===== src/rtl/sb_deserializer.sv =====
// sb_deserializer
//   Sideband receive-path deserializer. Samples the synchronized serial line
//   once per clk and reassembles WIDTH-bit symbols (start bit, data, stop
//   bit, LSB first). Also reports the line state to the sideband link FSM.
//
// Ports
//   clk               in   sideband bit clock, one sample per rising edge
//   rst               in   asynchronous reset, active-low
//   ser_in            in   serial line, already synchronized to clk
//   parallel_out      out  last completed symbol, bit 0 = first bit received
//   data_valid        out  1-cycle pulse, parallel_out holds a good symbol
//   framing_err       out  1-cycle pulse, a symbol ended with stop bit = 0
//   line_idle         out  high while in IDLE
//   line_disconnected out  high while in DISC
module sb_deserializer #(
  parameter int WIDTH       = 10,
  parameter int DISC_CYCLES = 20
) (
  input  logic             clk,
  input  logic             rst,
  input  logic             ser_in,
  output logic [WIDTH-1:0] parallel_out,
  output logic             data_valid,
  output logic             framing_err,
  output logic             line_idle,
  output logic             line_disconnected
);

  localparam int CW = $clog2(WIDTH);
  localparam int ZW = $clog2(DISC_CYCLES + 1);

  typedef enum logic [1:0] {
    ST_DISC,
    ST_IDLE,
    ST_RECV,
    ST_HUNT
  } state_e;

  state_e           state_q, state_d;
  logic [WIDTH-2:0] shift_q, shift_d;
  logic [CW-1:0]    cnt_q, cnt_d;
  logic [ZW-1:0]    zrun_q, zrun_d;
  logic [WIDTH-1:0] parallel_out_q, parallel_out_d;
  logic             data_valid_q, data_valid_d;
  logic             framing_err_q, framing_err_d;
  logic             line_idle_q, line_idle_d;
  logic             line_disconnected_q, line_disconnected_d;

  always_comb begin
    state_d        = state_q;
    shift_d        = shift_q;
    cnt_d          = cnt_q;
    parallel_out_d = parallel_out_q;
    data_valid_d   = 1'b0;
    framing_err_d  = 1'b0;

    if (ser_in) begin
      zrun_d = '0;
    end else if (zrun_q == ZW'(DISC_CYCLES)) begin
      zrun_d = zrun_q;
    end else begin
      zrun_d = zrun_q + ZW'(1);
    end

    unique case (state_q)
      ST_DISC: begin
        if (ser_in) state_d = ST_IDLE;
      end
      ST_IDLE: begin
        if (!ser_in) begin
          state_d    = ST_RECV;
          shift_d[0] = ser_in;
          cnt_d      = CW'(1);
        end
      end
      ST_RECV: begin
        if (cnt_q == '0) begin
          // Counter 0 in RECV follows a good stop bit: apply the IDLE rules
          // without reporting idle, so back-to-back frames need no gap.
          if (ser_in) begin
            state_d = ST_IDLE;
          end else begin
            shift_d[0] = ser_in;
            cnt_d      = CW'(1);
          end
        end else if (cnt_q == CW'(WIDTH - 1)) begin
          parallel_out_d = {ser_in, shift_q};
          cnt_d          = '0;
          if (ser_in) begin
            data_valid_d = 1'b1;
          end else begin
            framing_err_d = 1'b1;
            state_d       = ST_HUNT;
          end
        end else begin
          for (int unsigned i = 1; i < WIDTH - 1; i++) begin
            if (cnt_q == CW'(i)) shift_d[i] = ser_in;
          end
          cnt_d = cnt_q + CW'(1);
        end
      end
      ST_HUNT: begin
        if (ser_in) state_d = ST_IDLE;
      end
      default: state_d = ST_DISC;
    endcase

    // A long zero run overrides everything; any partial frame is dropped.
    if (zrun_d == ZW'(DISC_CYCLES)) begin
      state_d        = ST_DISC;
      cnt_d          = '0;
      parallel_out_d = parallel_out_q;
      data_valid_d   = 1'b0;
      framing_err_d  = 1'b0;
    end

    line_idle_d         = (state_d == ST_IDLE);
    line_disconnected_d = (state_d == ST_DISC);
  end

  always_ff @(posedge clk or negedge rst) begin
    if (!rst) begin
      state_q             <= ST_DISC;
      shift_q             <= '0;
      cnt_q               <= '0;
      zrun_q              <= '0;
      parallel_out_q      <= '0;
      data_valid_q        <= 1'b0;
      framing_err_q       <= 1'b0;
      line_idle_q         <= 1'b0;
      line_disconnected_q <= 1'b1;
    end else begin
      state_q             <= state_d;
      shift_q             <= shift_d;
      cnt_q               <= cnt_d;
      zrun_q              <= zrun_d;
      parallel_out_q      <= parallel_out_d;
      data_valid_q        <= data_valid_d;
      framing_err_q       <= framing_err_d;
      line_idle_q         <= line_idle_d;
      line_disconnected_q <= line_disconnected_d;
    end
  end

  assign parallel_out      = parallel_out_q;
  assign data_valid        = data_valid_q;
  assign framing_err       = framing_err_q;
  assign line_idle         = line_idle_q;
  assign line_disconnected = line_disconnected_q;

endmodule

===== config.mk =====
export PLATFORM = sky130hd
export DESIGN_NAME = sb_deserializer
export DESIGN_NICKNAME = d
export VERILOG_FILES = /design/src/rtl/sb_deserializer.sv
export SDC_FILE = /design/constraint.sdc
export NUM_CORES = 1
export LEC_CHECK = 0
export CAP_MARGIN = 0
export CORE_UTILIZATION = 62
export CTS_BUF_LIST = sky130_fd_sc_hd__clkbuf_4
export CTS_CLUSTER_SIZE = 20
export DETAILED_ROUTE_END_ITERATION = 8
export GPL_TIMING_DRIVEN = 0
export HOLD_SLACK_MARGIN = 0.15
export PLACE_DENSITY_LB_ADDON = 0.1
export SYNTH_ARGS = -nofsm -noshare
export SYNTH_HDL_FRONTEND = slang
export SYNTH_SLANG_ARGS = --single-unit

===== constraint.sdc =====
create_clock -name clk -period 4 [get_ports clk]
set_clock_uncertainty 0.15 [all_clocks]
set_input_delay 0.4 -clock clk [delete_from_list [all_inputs] [get_ports clk]]
set_output_delay 0.4 -clock clk [all_outputs]
set_load 0.005 [all_outputs]

==> summary.txt <==
Critical path
  – Worst path bufs/invs: 2
  – Required @ worst endpoint: 4070 ps
  – Worst stage delay on the critical path: 420 ps
  – CP endpoint kind: flop
  – Cell Chain, Critical Path: inv_1 > ha_1 > buf_2 > nand3b_1 > or2_1 > a31oi_4 > mux2_2
  – Critical path class: flop to flop
  – CP Launch Type: flop
  – Critical Path AT: 2430 ps
  – Worst path top cell family by delay: simple AND/OR/NAND/NOR gates
  – Slowest stage cell on the critical path: dfrtp_1
  – CP max FO: 10

Power
  – Power Dens Cells: 571.1 nW/um^2
  – Switching Share: 35.91%
  – Psw: 0.0003900 W
  – Max IR drop VDD: 0.4542 mV
  – Reg power frac: 45.9%
  – Cell Int Power: 0.0006961 W
  – Leakage power: 0.8531 nW
  – Clock power frac: 15.9%
  – Logic gate share of total power: 38.2%

Synth
  – Netlist cell types: 40
  – Register area share after synthesis: 52.34%
  – Yosys top cell by area: dfrtp_1
  – Syn Area/Cell: 10.50 um^2
  – Mapped Area: 1628 um^2
  – Yosys warnings: 0
  – Post-synth ARST share: 100.0%
  – Post-synth top area share: 50.73%
  – EDFF count, synth: 0
  – Net Count, Synth: 162
  – Post-Synthesis Cells: 155
  – Most used DFF post-synth: dfrtp_1
  – Flops & latches, synth: 34
  – Top post-synthesis cells by area: dfrtp_1 51%, mux2_2 7.6%, o21ai_0 4.3%

Detailed routing
  – DRC: 0
  – Avg WL per Cell: 15.60 um
  – Final WL: 3.277 mm
  – Iteration-0 DRC Markers: 48
  – Via Count: 1255
  – Vias per Instance: 5.976
  – ANT nets after route: 0
  – First-pass DRT Iterations: 4

STA
  – Relative slew slack: 40.41%
  – Hold WS: 343.9 ps
  – RSZ-0062 raised after global routing: false
  – Worst Tran Pin Value: 891.1 ps
  – Final-report hold violation count: 0
  – Pins Over Slew Limit: 0
  – Fin Setup TNS: 0 ps
  – Highest clock rate: 423.0 MHz
  – Setup ws final: 1636 ps
  – Final Cycle Share: 59.10%
  – Setup violators final: 0
  – Fin crit period: 2364 ps

Clock network
  – Htree depth: 2
  – CTS tree: done
  – Post-CTS Setup Inserts: 0
  – CTS Sinks: 34
  – CTS Buf Count: 5
  – Worst skew pair latency: 330 ps
  – Clock Pin Slew Worst Setup and Hold Paths: 100 ps
  – Clk Tree Root Cell: clkbuf_4
  – Deepest clock path buffer count: 2
  – Post-CTS Resized: 0
  – Hold Buf Count CTS: 0

Placed design
  – IO Port Bufs: 16
  – Dpl hpwl: 2.373 mm
  – Worst slack, placed: 1646 ps
  – Routability congestion estimate: 0.9491
  – Placed Cells: 202

Floorplan
  – I/O pin cnt: 17
  – Core Region: 2477 um^2
  – Die Y: 53.24 um
  – Chip width: 53.24 um
  – Row cnt: 18
  – Initial core utilization: 65.71%
  – Die area: 2835 um^2

Flow run
  – Max Cap Viol: 0

Finish
  – Finished Layout Cells: 210
  – Area growth syn-to-layout: 16.83%
  – Fill cells: 171
  – Nets: 186
  – Share of cells above drive strength 1: 13.89%
  – Antenna Cells: 0

Global route
  – Initial antenna violation count: 0
  – GRT Resource Usage Total: 27.07%
  – Grt ovf: 0
  – Pin count of the biggest net entering global routing: 19
  – First-pass GRT wire length: 5.244 mm
  – Number of global-route vias before repair: 1175

Worst hold path
  – Worst Hold Class: flop to flop

Run status
  – Outcome: finished, final reports clean
placed cells by master (no fill, tap or decap), types with 4 or more instances in the layout:
cell type	count
dfrtp_1	33
nor2_1	15
a21oi_1	5
mux2_2	11
clkdlybuf4s50_1	16
clkbuf_4	5
o21ai_0	14
ha_1	4
nand2_1	9
clkbuf_1	4
nand3_1	5
inv_1	10
cells in the mapped netlist (all sizes together), types with 2 or more instances:
library cell and n:
a21oi 5, mux2 11, nor3b 2, xnor2 2, clkbuf 4, o31ai 3, inv 10, ha 4
o21ai 14, nand3 5, dfrtp 33, nor2 15, and2 2, and3 2, nor3 2, nand2 9
nor2b 2, buf 3, nand3b 3, o211ai 2, xor2 3, a31oi 3
final cells by class:
type	count	area, um^2	area share, %
Buffer	7	30.03	1.579
Clock buffer	5	37.54	1.974
Clock inverter	3	11.26	0.5921
Inverter	10	37.54	1.974
Multi-Input combinational cell	104	708.2	37.24
Sequential cell	34	852.1	44.80
Tap cell	30	37.54	1.974
Timing Repair Buffer	17	187.7	9.868
logic make-up after synthesis:
logic type	after synthesis	share of synthesized area, %
fa+ha+maj	4	3.075
mux	11	7.610
compound gates	36	14.76
xor+xnor	5	2.691
flops	34	52.34
buf+inv	17	4.150
simple gates	48	15.37
state kept, by name, summed over array words and instances (netlist names):
signal             flops
shift_q                9
line_idle              1
cnt_q                  4
line_disconnected      1
state_q                2
parallel_out          10
framing_err            1
data_valid             1
zrun_q                 5
metrics by stage:
| step | total power [W] | utilization [%] | cell area (um^2) |
|---|---|---|---|
| finish | 0.001086 | 76.77 | 1902 |
| global placement | 0.0008743 | 73.69 | 1826 |
| CTS | 0.001082 | 76.77 | 1902 |
| detailed placement | 0.0009108 | 74.80 | 1853 |
| floorplan | 0.0007585 | - | 1628 |
| global route | 0.001161 | 76.77 | 1902 |
power groups by stage:
| stage | Clock [W] | Combinational (W) | Sequential, W |
|---|---|---|---|
| final | 0.000173 | 0.000415 | 0.000498 |
| after global routing | 0.000189 | 0.000464 | 0.000508 |
| after CTS | 0.000176 | 0.000410 | 0.000496 |
| after detailed placement | 0 | 0.000407 | 0.000504 |
| after global placement | 0 | 0.000381 | 0.000493 |
| after floorplan | 0 | 0.000268 | 0.000491 |
path summary, 6_finish.rpt:
path | startpoint | to | slack (ps) | depth (start not counted)
hold reg to reg | shift_q[2] | shift_q[2] | 340 | 2
setup / recovery | state_q[0] | parallel_out[6] | 1640 | 7
hold / removal | shift_q[2] | shift_q[2] | 340 | 2
max in group asynchronous | rst | parallel_out[7] | 2710 | 2
min in group asynchronous | rst | zrun_q[2] | 410 | 1
setup reg to reg | state_q[0] | parallel_out[6] | 1640 | 7
worst reg2reg max path, stage by stage, from the launching register on:
cell and delay (ps):
dfrtp_1 420, inv_1 70, ha_1 130, buf_2 190, nand3b_1 190, or2_1 340, a31oi_4 380, mux2_2 390
routing by layer:
layer  track usage, %  share of wire, %  up-vias
met1            34.39                44      603
met3            7.184               4.8       13
met2            42.71                49       49
li1                 -                 -      590
met5                0                 0        -
met4            12.28               2.6        0
Note: power is estimated with default switching activity, not from simulation.
